`src/rtl/posit_pio_responder.sv`:
```
// ---------------------------------------------------------------------------
// posit_pio_responder
//
// The HPS writes two posit operands to the num1/num2 PIOs and polls the
// result PIO. This block waits until the operand buses have been unchanged
// for SETTLE_CYCLES consecutive samples. It then launches each new operand
// pair exactly once into the posit core over a valid/ready request. The
// core's response is published on result_export. If the core stays silent
// for TIMEOUT_CYCLES cycles after accepting the request, posit NaR is
// published instead.
//
// Optional feature macro: POSIT_PIO_SYNC_EN
//   When defined, a 2-flop synchronizer sits ahead of the operand register
//   so the PIOs may live in a foreign clock domain (launch latency +2).
//
// Ports:
//   clk_clk          in   1      single clock
//   reset_reset_n    in   1      asynchronous active-low reset
//   num1_export      in   WIDTH  operand A from HPS PIO
//   num2_export      in   WIDTH  operand B from HPS PIO
//   result_export    out  WIDTH  published result (registered)
//   core_req_valid   out  1      request valid towards the posit core
//   core_req_ready   in   1      posit core accepts the request
//   core_num1        out  WIDTH  launched operand A (held for the request)
//   core_num2        out  WIDTH  launched operand B (held for the request)
//   core_resp_valid  in   1      single-cycle response strobe
//   core_resp_data   in   WIDTH  response value
//   busy             out  1      a request is being issued or awaited
//   timeout_flag     out  1      last published result is a timeout NaR
// ---------------------------------------------------------------------------
module posit_pio_responder #(
    parameter int WIDTH          = 32,
    parameter int SETTLE_CYCLES  = 4,
    parameter int TIMEOUT_CYCLES = 256
) (
    input  logic             clk_clk,
    input  logic             reset_reset_n,
    input  logic [WIDTH-1:0] num1_export,
    input  logic [WIDTH-1:0] num2_export,
    output logic [WIDTH-1:0] result_export,
    output logic             core_req_valid,
    input  logic             core_req_ready,
    output logic [WIDTH-1:0] core_num1,
    output logic [WIDTH-1:0] core_num2,
    input  logic             core_resp_valid,
    input  logic [WIDTH-1:0] core_resp_data,
    output logic             busy,
    output logic             timeout_flag
);

    localparam int SW = $clog2(SETTLE_CYCLES + 1);
    localparam int TW = $clog2(TIMEOUT_CYCLES + 1);
    localparam logic [SW-1:0]    SETTLE_MAX = SW'(SETTLE_CYCLES);
    localparam logic [TW-1:0]    TIMER_LAST = TW'(TIMEOUT_CYCLES - 1);
    localparam logic [WIDTH-1:0] NAR        = {1'b1, {(WIDTH-1){1'b0}}};

    typedef enum logic [1:0] {
        ST_IDLE  = 2'd0,
        ST_ISSUE = 2'd1,
        ST_WAIT  = 2'd2
    } state_t;

    logic [WIDTH-1:0] in_a_s, in_b_s;
    logic [WIDTH-1:0] a_r, b_r;
    logic [SW-1:0]    stab_r;
    logic             pair_changed_s;
    logic             pending_s;

    state_t           state_r, state_nx;
    logic [WIDTH-1:0] la_r, lb_r, la_nx, lb_nx;
    logic             launched_r, launched_nx;
    logic [TW-1:0]    timer_r, timer_nx;
    logic [WIDTH-1:0] result_r, result_nx;
    logic             tflag_r, tflag_nx;
    logic             req_valid_r, req_valid_nx;
    logic             busy_r, busy_nx;

`ifdef POSIT_PIO_SYNC_EN
    logic [WIDTH-1:0] sync1_a_r, sync1_b_r, sync2_a_r, sync2_b_r;

    // Two-flop synchronizer for operands coming from a foreign clock domain.
    always_ff @(posedge clk_clk or negedge reset_reset_n) begin
        if (!reset_reset_n) begin
            sync1_a_r <= {WIDTH{1'b0}};
            sync1_b_r <= {WIDTH{1'b0}};
            sync2_a_r <= {WIDTH{1'b0}};
            sync2_b_r <= {WIDTH{1'b0}};
        end else begin
            sync1_a_r <= num1_export;
            sync1_b_r <= num2_export;
            sync2_a_r <= sync1_a_r;
            sync2_b_r <= sync1_b_r;
        end
    end

    assign in_a_s = sync2_a_r;
    assign in_b_s = sync2_b_r;
`else
    assign in_a_s = num1_export;
    assign in_b_s = num2_export;
`endif

    // A bus skewed across bits looks like several quick changes; the settle
    // counter restarts on each one, so only a quiet pair is ever launched.
    assign pair_changed_s = ({in_a_s, in_b_s} != {a_r, b_r});
    assign pending_s      = (stab_r == SETTLE_MAX) &&
                            (!launched_r || ({a_r, b_r} != {la_r, lb_r}));

    // Operand sample register and saturating stability counter.
    always_ff @(posedge clk_clk or negedge reset_reset_n) begin
        if (!reset_reset_n) begin
            a_r    <= {WIDTH{1'b0}};
            b_r    <= {WIDTH{1'b0}};
            stab_r <= {SW{1'b0}};
        end else begin
            a_r <= in_a_s;
            b_r <= in_b_s;
            if (pair_changed_s) begin
                stab_r <= {SW{1'b0}};
            end else if (stab_r != SETTLE_MAX) begin
                stab_r <= stab_r + {{(SW-1){1'b0}}, 1'b1};
            end else begin
                stab_r <= stab_r;
            end
        end
    end

    // Next-state and next-output logic of the launch FSM.
    always_comb begin
        state_nx    = state_r;
        la_nx       = la_r;
        lb_nx       = lb_r;
        launched_nx = launched_r;
        timer_nx    = timer_r;
        result_nx   = result_r;
        tflag_nx    = tflag_r;
        case (state_r)
            ST_IDLE: begin
                // Responses seen here (e.g. after a timeout) are dropped.
                if (pending_s) begin
                    la_nx       = a_r;
                    lb_nx       = b_r;
                    launched_nx = 1'b1;
                    state_nx    = ST_ISSUE;
                end else begin
                    state_nx = ST_IDLE;
                end
            end
            ST_ISSUE: begin
                if (core_req_ready) begin
                    timer_nx = {TW{1'b0}};
                    state_nx = ST_WAIT;
                end else begin
                    state_nx = ST_ISSUE;
                end
            end
            ST_WAIT: begin
                timer_nx = timer_r + {{(TW-1){1'b0}}, 1'b1};
                // A response coinciding with the final timeout cycle wins.
                if (core_resp_valid) begin
                    result_nx = core_resp_data;
                    tflag_nx  = 1'b0;
                    state_nx  = ST_IDLE;
                end else if (timer_r == TIMER_LAST) begin
                    result_nx = NAR;
                    tflag_nx  = 1'b1;
                    state_nx  = ST_IDLE;
                end else begin
                    state_nx = ST_WAIT;
                end
            end
            default: begin
                state_nx = ST_IDLE;
            end
        endcase
        // Decoded from the next state so the flops mirror the state exactly.
        req_valid_nx = (state_nx == ST_ISSUE);
        busy_nx      = (state_nx == ST_ISSUE) || (state_nx == ST_WAIT);
    end

    // FSM state, launched pair, timer and registered outputs.
    always_ff @(posedge clk_clk or negedge reset_reset_n) begin
        if (!reset_reset_n) begin
            state_r     <= ST_IDLE;
            la_r        <= {WIDTH{1'b0}};
            lb_r        <= {WIDTH{1'b0}};
            launched_r  <= 1'b0;
            timer_r     <= {TW{1'b0}};
            result_r    <= {WIDTH{1'b0}};
            tflag_r     <= 1'b0;
            req_valid_r <= 1'b0;
            busy_r      <= 1'b0;
        end else begin
            state_r     <= state_nx;
            la_r        <= la_nx;
            lb_r        <= lb_nx;
            launched_r  <= launched_nx;
            timer_r     <= timer_nx;
            result_r    <= result_nx;
            tflag_r     <= tflag_nx;
            req_valid_r <= req_valid_nx;
            busy_r      <= busy_nx;
        end
    end

    assign result_export  = result_r;
    assign timeout_flag   = tflag_r;
    assign core_req_valid = req_valid_r;
    assign busy           = busy_r;
    assign core_num1      = la_r;
    assign core_num2      = lb_r;

endmodule

```
`config.mk`:
```
export PLATFORM = sky130hd
export DESIGN_NAME = posit_pio_responder
export DESIGN_NICKNAME = d
export VERILOG_FILES = /design/src/rtl/posit_pio_responder.sv
export SDC_FILE = /design/constraint.sdc
export NUM_CORES = 1
export LEC_CHECK = 0
export ABC_AREA = 0
export CAP_MARGIN = 10
export CELL_PAD_IN_SITES_DETAIL_PLACEMENT = 1
export CELL_PAD_IN_SITES_GLOBAL_PLACEMENT = 2
export CORE_MARGIN = 5
export CORE_UTILIZATION = 30
export CTS_BUF_LIST = sky130_fd_sc_hd__clkbuf_2
export CTS_CLUSTER_SIZE = 10
export DETAILED_ROUTE_END_ITERATION = 10
export PLACE_DENSITY = 0.86
export SLEW_MARGIN = 10
export SYNTH_ARGS = -nofsm -noshare
export SYNTH_HDL_FRONTEND = slang
export SYNTH_SLANG_ARGS = --single-unit
```
`constraint.sdc`:
```
create_clock -name clk_clk -period 2.2 [get_ports clk_clk]
set_input_delay 0.44 -clock clk_clk [delete_from_list [all_inputs] [get_ports clk_clk]]
set_output_delay 0.44 -clock clk_clk [all_outputs]
set_load 0.02 [all_outputs]
```
==> results of run 1 <==
-- what timing repair did --
action / in CTS / in global routing
gates cloned: 2 / 1
endpoints found under the hold margin: 178 / 0
buffers inserted: 8 / 9
resized for setup: 172 / 97
pin swaps: 6 / 4
hold buffers: 1 / 0
endpoints found under the setup margin: 166 / 117
-- state kept, by name, indices dropped and copies added, names as in the netlist --
signal          cells
a_r                32
b_r                32
core_num1          32
core_num2          32
result_export      32
timer_r             9
stab_r              3
state_r             2
busy                1
core_req_valid      1
launched_r          1
timeout_flag        1
-- per-stage QoR --
stage / util, % / setup slack (ps) / setup TNS, ps / std cells / cell area, sq um
after floorplan: - / 3.62 / 0 / 555 / 7420
after detailed placement: 44.1 / -273 / -12230 / 1190 / 10700
after CTS: 46.4 / -233 / -11310 / 1231 / 11300
after global routing: 46.7 / -330 / -18320 / 1243 / 11400
final: 46.7 / -258 / -12500 / 1244 / 11400
after global placement: 44.1 / -251 / -11290 / 1190 / 10700
-- metal layers --
layer  up-vias  track usage (%)  part of all wire, %
met3        24             3.20                  3.1
li1       2656                -                    -
met5         -                0                    0
met2       128             29.6                   51
met1      2876             22.6                   44
met4         0             5.80                  1.5
-- cell usage in the layout, fill, tap and decap left out, types with 4 or more instances in the layout --
cell / count
ha_1: 4
dfrtp_1: 176
buf_4: 132
buf_12: 9
dlygate4sd2_1: 51
nor2b_1: 11
mux2_1: 4
o21ai_0: 8
nand4_1: 29
buf_6: 6
bufinv_16: 4
nor4_1: 6
nor2_1: 9
inv_1: 25
nand2_1: 11
a21oi_1: 4
o22ai_1: 6
clkbuf_2: 47
mux2_4: 50
xnor2_1: 108
clkdlybuf4s50_1: 98
nand2b_1: 7
clkdlybuf4s15_1: 17
mux2_2: 7
nand3_1: 10
a2111o_1: 4
a22o_1: 31
-- critical path, cell delays in order, from the launching register on --
cell and delay [ps]:
dfrtp_1 440, nor2b_1 140, a2111o_1 400, nor4_1 280
nand4_1 180, o21ai_4 220, buf_12 180, clkbuf_16 160
mux2_2 340
-- worst max path at each step --
stage,cells past startpoint,endpoint
after global placement,9,busy$_DFF_PN0_
final,8,core_num1[26]$_DFFE_PN0P_
after detailed placement,9,busy$_DFF_PN0_
after global routing,8,core_num2[30]$_DFFE_PN0P_
after floorplan,8,core_num1[16]$_DFFE_PN0P_
after CTS,8,core_num2[11]$_DFFE_PN0P_
-- power by group --
part	internal [mW]	switching, mW
Sequential	3.43	0.111
Clock	0.737	1.15
Combinational	0.473	0.421
-- final cells by class --
class	instances	area [sq um]	area share [%]
Sequential cell	178	4460	39.2
Timing Repair Buffer	346	3090	27.2
Multi-Input combinational cell	337	3050	26.8
Tap cell	324	405	3.57
Clock inverter	12	166	1.46
Clock buffer	19	95.1	0.837
Inverter	25	93.8	0.826
Antenna cell	3	7.51	0.0661
-- kinds of logic after synthesis --
group	Yosys count	synth area share, %
buffers and inverters	40	2.32
AO/OA/AOI/OAI	62	6.52
flip-flops	178	60.3
adder cells (fa/ha/maj)	5	0.847
XOR/XNOR	109	12.9
AND/OR/NAND/NOR	96	7.25
multiplexers	65	9.84
==> flow_summary.yaml, run 1 <==
clock_tree:
  cts_buffers: 17
  clockRootBuffer: "clkbuf_2"
  clock-sinks: 178
  cts.path.max_buffers: 2
  insertion_delay_ps: 760
  htreeDepth: 4
  cts_tree: "built"
  clk_pin_slew_ps: 250
timing:
  period_share_pct: 112
  hold_viol_final: 0
  slew_viol_final: 0
  tightest_slew_ps: 471
  rsz0062_at_grt: "yes"
  whs_ps: 126
  period_minus_slack_ps: 2460
  fin_skew_ps: 44.0
  slew_headroom_pct: 68.6
  fmax_mhz: 407
  setup_violations: 66
  fin_ws_ps: -258
synthesis:
  synth_top_cell_area_share_pct: 60.3
  synth_seq_area_share_pct: 60.3
  synth_edf_count: 0
  ys_seq_elements: 178
  async_flop_share_pct: 100
  netlist_instances: 555
  synth_common_cells: "dfrtp_1 (178), xnor2_1 (109), mux2_1 (40), a22o_1 (31), nand4_1 (29)"
  yosysTopAreaCell: "dfrtp_1"
  netlist_area_sq_um: 7390
  synthesis.nets: 660
  yosys.cell_count.top_type: "dfrtp_1"
  synthFlopType: "dfrtp_1"
  synth_warnings: 0
  synth_area_per_cell_sq_um: 13.3
  netlist_top_cells_area: "dfrtp_1 (60%), xnor2_1 (13%), mux2_1 (6.1%), a22o_1 (3.7%), mux2_2 (3.2%)"
  synthDistinctLibCells: 32
critical_path:
  cp_data_required_time_ps: 2830
  setup.worst_path.end_class: "flop"
  ff2ff_path_depth: 8
  critPathLaunchType: "flop"
  r2r_start: "a_r[31]$_DFF_PN0_"
  critPathMaxFanout: 6
  reg2reg_to: "core_num1[26]$_DFFE_PN0P_"
  path_class: "flop to flop"
  arrival_ps: 3090
  ff2ff_setup_slack_ps: -260
  crit_start: "a_r[31]$_DFF_PN0_"
routing:
  wire_per_inst_microns: 19.7
  post-route-drc-count: 0
  avgViaCountPerCell: 4.57
  routed_wl_mm: 24.5
  num_vias: 5684
  dr.first_iter.drc_count: 245
  ant_nets: 0
  dr.pass1.iters: 5
pwr:
  p_leak_nw: 5.51
  irDropWorstVdd_uv: 329
  cellPowerDensity_nw_per_um2: 556
  p_total_mw: 6.32
placement:
  gp_congestion: 0.809
  dp_hpwl_mm: 18.2
  io_buffers: 198
job:
  maxCapViolations: 0
status:
  violations: "negative setup slack"
  outcome: "finished, violations left"
floorplan:
  io_pins: 199
  design.core.area_sq_um: 24300
  dieArea_sq_um: 27900
  start_util_pct: 30.4
  die_h_microns: 167
  num_rows: 57
  die_w_microns: 167
cells_and_area:
  final_nets: 1010
  area_delta_synth_final_pct: 53.9
  drive_above_1_share_pct: 30.3
  fill_cells: 2568
global_routing:
  gr-total-overflow: 0
  grt_pass1_wl_mm: 37.9
  grt_use_total_pct: 17.5
  grt_max_degree: 62
  grt_pass1_vias: 6437
  grt_antenna_before_repair: 2
worst_hold_path:
  hold_class: "input port to async pin"
Power figures use the tool's default switching activity.
==> run 2: changes to the inputs <==
--- a/config.mk
+++ b/config.mk
@@ -15,6 +15,7 @@
 export CTS_CLUSTER_SIZE = 10
 export DETAILED_ROUTE_END_ITERATION = 10
 export PLACE_DENSITY = 0.86
+export SKIP_LAST_GASP = 1
 export SLEW_MARGIN = 10
 export SYNTH_ARGS = -nofsm -noshare
 export SYNTH_HDL_FRONTEND = slang
==> run 2 against run 1 <==
Net effect:
- sequential cell count stayed put
- the run still ends with negative setup slack left
- clock power about the same
- via count is 0.49% higher
- largest power group unchanged
- first-iteration DRC count decreased by 12%
- largest cell class unchanged
- global-route usage shrank 0.11 points
- maximum frequency fell by 1.3%
- combinational power barely moved
- count of clock-buffer cells in the layout unchanged
- highest routed layer unchanged
==> flow_summary.yaml, run 2 (same netlist as run 1, synthesis figures left out) <==
timing:
  rsz0062_at_grt: "yes"
  hold_viol_final: 0
  fin_ws_ps: -289
  tightest_slew_ps: 454
  fin_skew_ps: 44.6
  period_minus_slack_ps: 2490
  period_share_pct: 113
  fmax_mhz: 402
  setup_violations: 68
  slew_viol_final: 0
  slew_headroom_pct: 69.8
status:
  violations: "negative setup slack"
  outcome: "finished, violations left"
routing:
  avgViaCountPerCell: 4.58
  dr.pass1.iters: 4
  ant_nets: 0
  wire_per_inst_microns: 19.9
  routed_wl_mm: 24.8
  dr.first_iter.drc_count: 216
  num_vias: 5712
  post-route-drc-count: 0
clock_tree:
  insertion_delay_ps: 740
  cts_buffers: 17
  clock-sinks: 178
  clk_pin_slew_ps: 280
  clockRootBuffer: "clkbuf_2"
  cts.path.max_buffers: 2
  cts_tree: "built"
  htreeDepth: 4
cells_and_area:
  drive_above_1_share_pct: 31.4
  layoutNonFillerInstCount: 1246
  most-common-layout-cells: "dfrtp_1 (176), buf_4 (132), xnor2_1 (108)"
  area_delta_synth_final_pct: 55.2
  fill_cells: 2557
  final_nets: 1013
  fin_util_pct: 47.1
  layout_commonest_cell: "dfrtp_1"
floorplan:
  start_util_pct: 30.4
  io_pins: 199
  die_h_microns: 167
  dieArea_sq_um: 27900
  num_rows: 57
  die_w_microns: 167
  design.core.area_sq_um: 24300
critical_path:
  reg2reg_to: "core_num1[30]$_DFFE_PN0P_"
  cp_num_cells: 10
  cp_common_cell: "buf_4"
  crit_chain: "buf_4 > xnor2_1 > nand3_1 > nor3_2 > buf_4 > nand4_1 > o21ai_4 > buf_12 > clkbuf_16 > mux2_2"
  critPathBufInv: 4
  worst_path_largest_cell_delay_ps: 450
  endpoint: "core_num1[30]$_DFFE_PN0P_"
  r2r_start: "core_num2[18]$_DFFE_PN0P_"
  slowest_stage: "dfrtp_1"
  critPathMaxFanout: 8
  crit_family: "buffers and inverters"
  critPathLaunchType: "flop"
  arrival_ps: 3120
  crit_start: "core_num2[18]$_DFFE_PN0P_"
  setup.worst_path.end_class: "flop"
  cp_data_required_time_ps: 2830
  path_class: "flop to flop"
  ff2ff_path_depth: 10
  ff2ff_setup_slack_ps: -290
global_routing:
  grt_pass1_wl_mm: 37.6
  grt_max_degree: 62
  grtUsageMet2_pct: 29.7
  use_met1_pct: 22.3
  grt_util_met3_pct: 3.41
  grt_use_total_pct: 17.4
  grt_antenna_before_repair: 2
  gr-total-overflow: 0
  busiest_layer: "met2"
  grt_pass1_vias: 6398
placement:
  io_buffers: 198
  place_inst: 1190
  gp_congestion: 0.809
  dp_hpwl_mm: 18.2
job:
  maxCapViolations: 0
worst_hold_path:
  hold_class: "input port to flop"
pwr:
  irDropWorstVdd_uv: 351
  p_leak_nw: 5.57
  cellPowerDensity_nw_per_um2: 551
[run 2: cell count changes in the layout (fill, tap and decap cells not counted), moves of 2 or more]
| cell | delta |
|---|---|
| mux2_1 | -4 |
| mux2_2 | -5 |
| dlygate4sd2_1 | -2 |
| clkbuf_16 | +2 |
| clkbuf_2 | +2 |
| mux2_4 | +9 |
[run 2: worst min path at each step]
| stage | endpoint | start | slack, ps | depth (start not counted) |
|---|---|---|---|---|
| floorplan | a_r[0]$_DFF_PN0_ | reset_reset_n | 140 | 0 |
| global placement | timer_r[5]$_DFFE_PN0P_ | reset_reset_n | 360 | 1 |
| detailed placement | timer_r[3]$_DFFE_PN0P_ | reset_reset_n | 360 | 1 |
| CTS | a_r[5]$_DFF_PN0_ | num1_export[5] | 50 | 1 |
| global route | a_r[16]$_DFF_PN0_ | num1_export[16] | 20 | 1 |
| finish | a_r[5]$_DFF_PN0_ | num1_export[5] | 140 | 1 |
[run 2: what timing repair did]
item	4_1_cts	5_1_grt
buffers inserted	8	10
pin swaps	6	5
endpoints found under the hold margin	178	0
hold buffers	1	0
endpoints found under the setup margin	166	119
cloned	2	3
gates resized for setup	148	134
[run 2: layer usage]
layer | up-vias | wire length, microns
li1 | 2657 | -
met1 | 2905 | 10900
met2 | 127 | 12700
met3 | 23 | 881
met4 | 0 | 387
met5 | - | 0
[run 2: metrics by stage]
stage	instance area [sq um]	total power, mW	hold WS (ps)	TNS [ps]	setup slack (ps)
global placement	10700	4.50	360	-11290	-251
detailed placement	10700	4.53	357	-12230	-273
CTS	11200	6.41	51.7	-11660	-233
floorplan	7420	3.92	144	0	3.62
finish	11500	6.32	139	-13830	-289
global route	11500	6.63	18.3	-19470	-352
[run 2: where the power goes]
part           switching (mW)  total (mW)  internal (mW)
combinational           0.423       0.897          0.474
clock                    1.14        1.88          0.737
sequential              0.111        3.54           3.43
total                    1.68        6.32           4.64
[run 2: area by class of cell]
type | count | area, sq um | share of cell area (%)
diodes | 2 | 5.00 | 0.0437
clock buffers | 19 | 95.1 | 0.829
clock inverters | 12 | 166 | 1.45
inverters | 25 | 93.8 | 0.819
multi-input cells | 337 | 3100 | 27.0
flip-flops and latches | 178 | 4460 | 38.9
well taps | 324 | 405 | 3.54
repair buffers | 349 | 3150 | 27.4
[run 2: worst register-to-register path, delay by kind of cell, from the launching register on]
family                    cells  cell delay, ps
xor gates and xnor gates      1             210
muxes                         1             330
DFF                           1             450
and+or+nand+nor               3             490
buffers and inverters         4             680
AOI/OAI and AO/OA             1             220
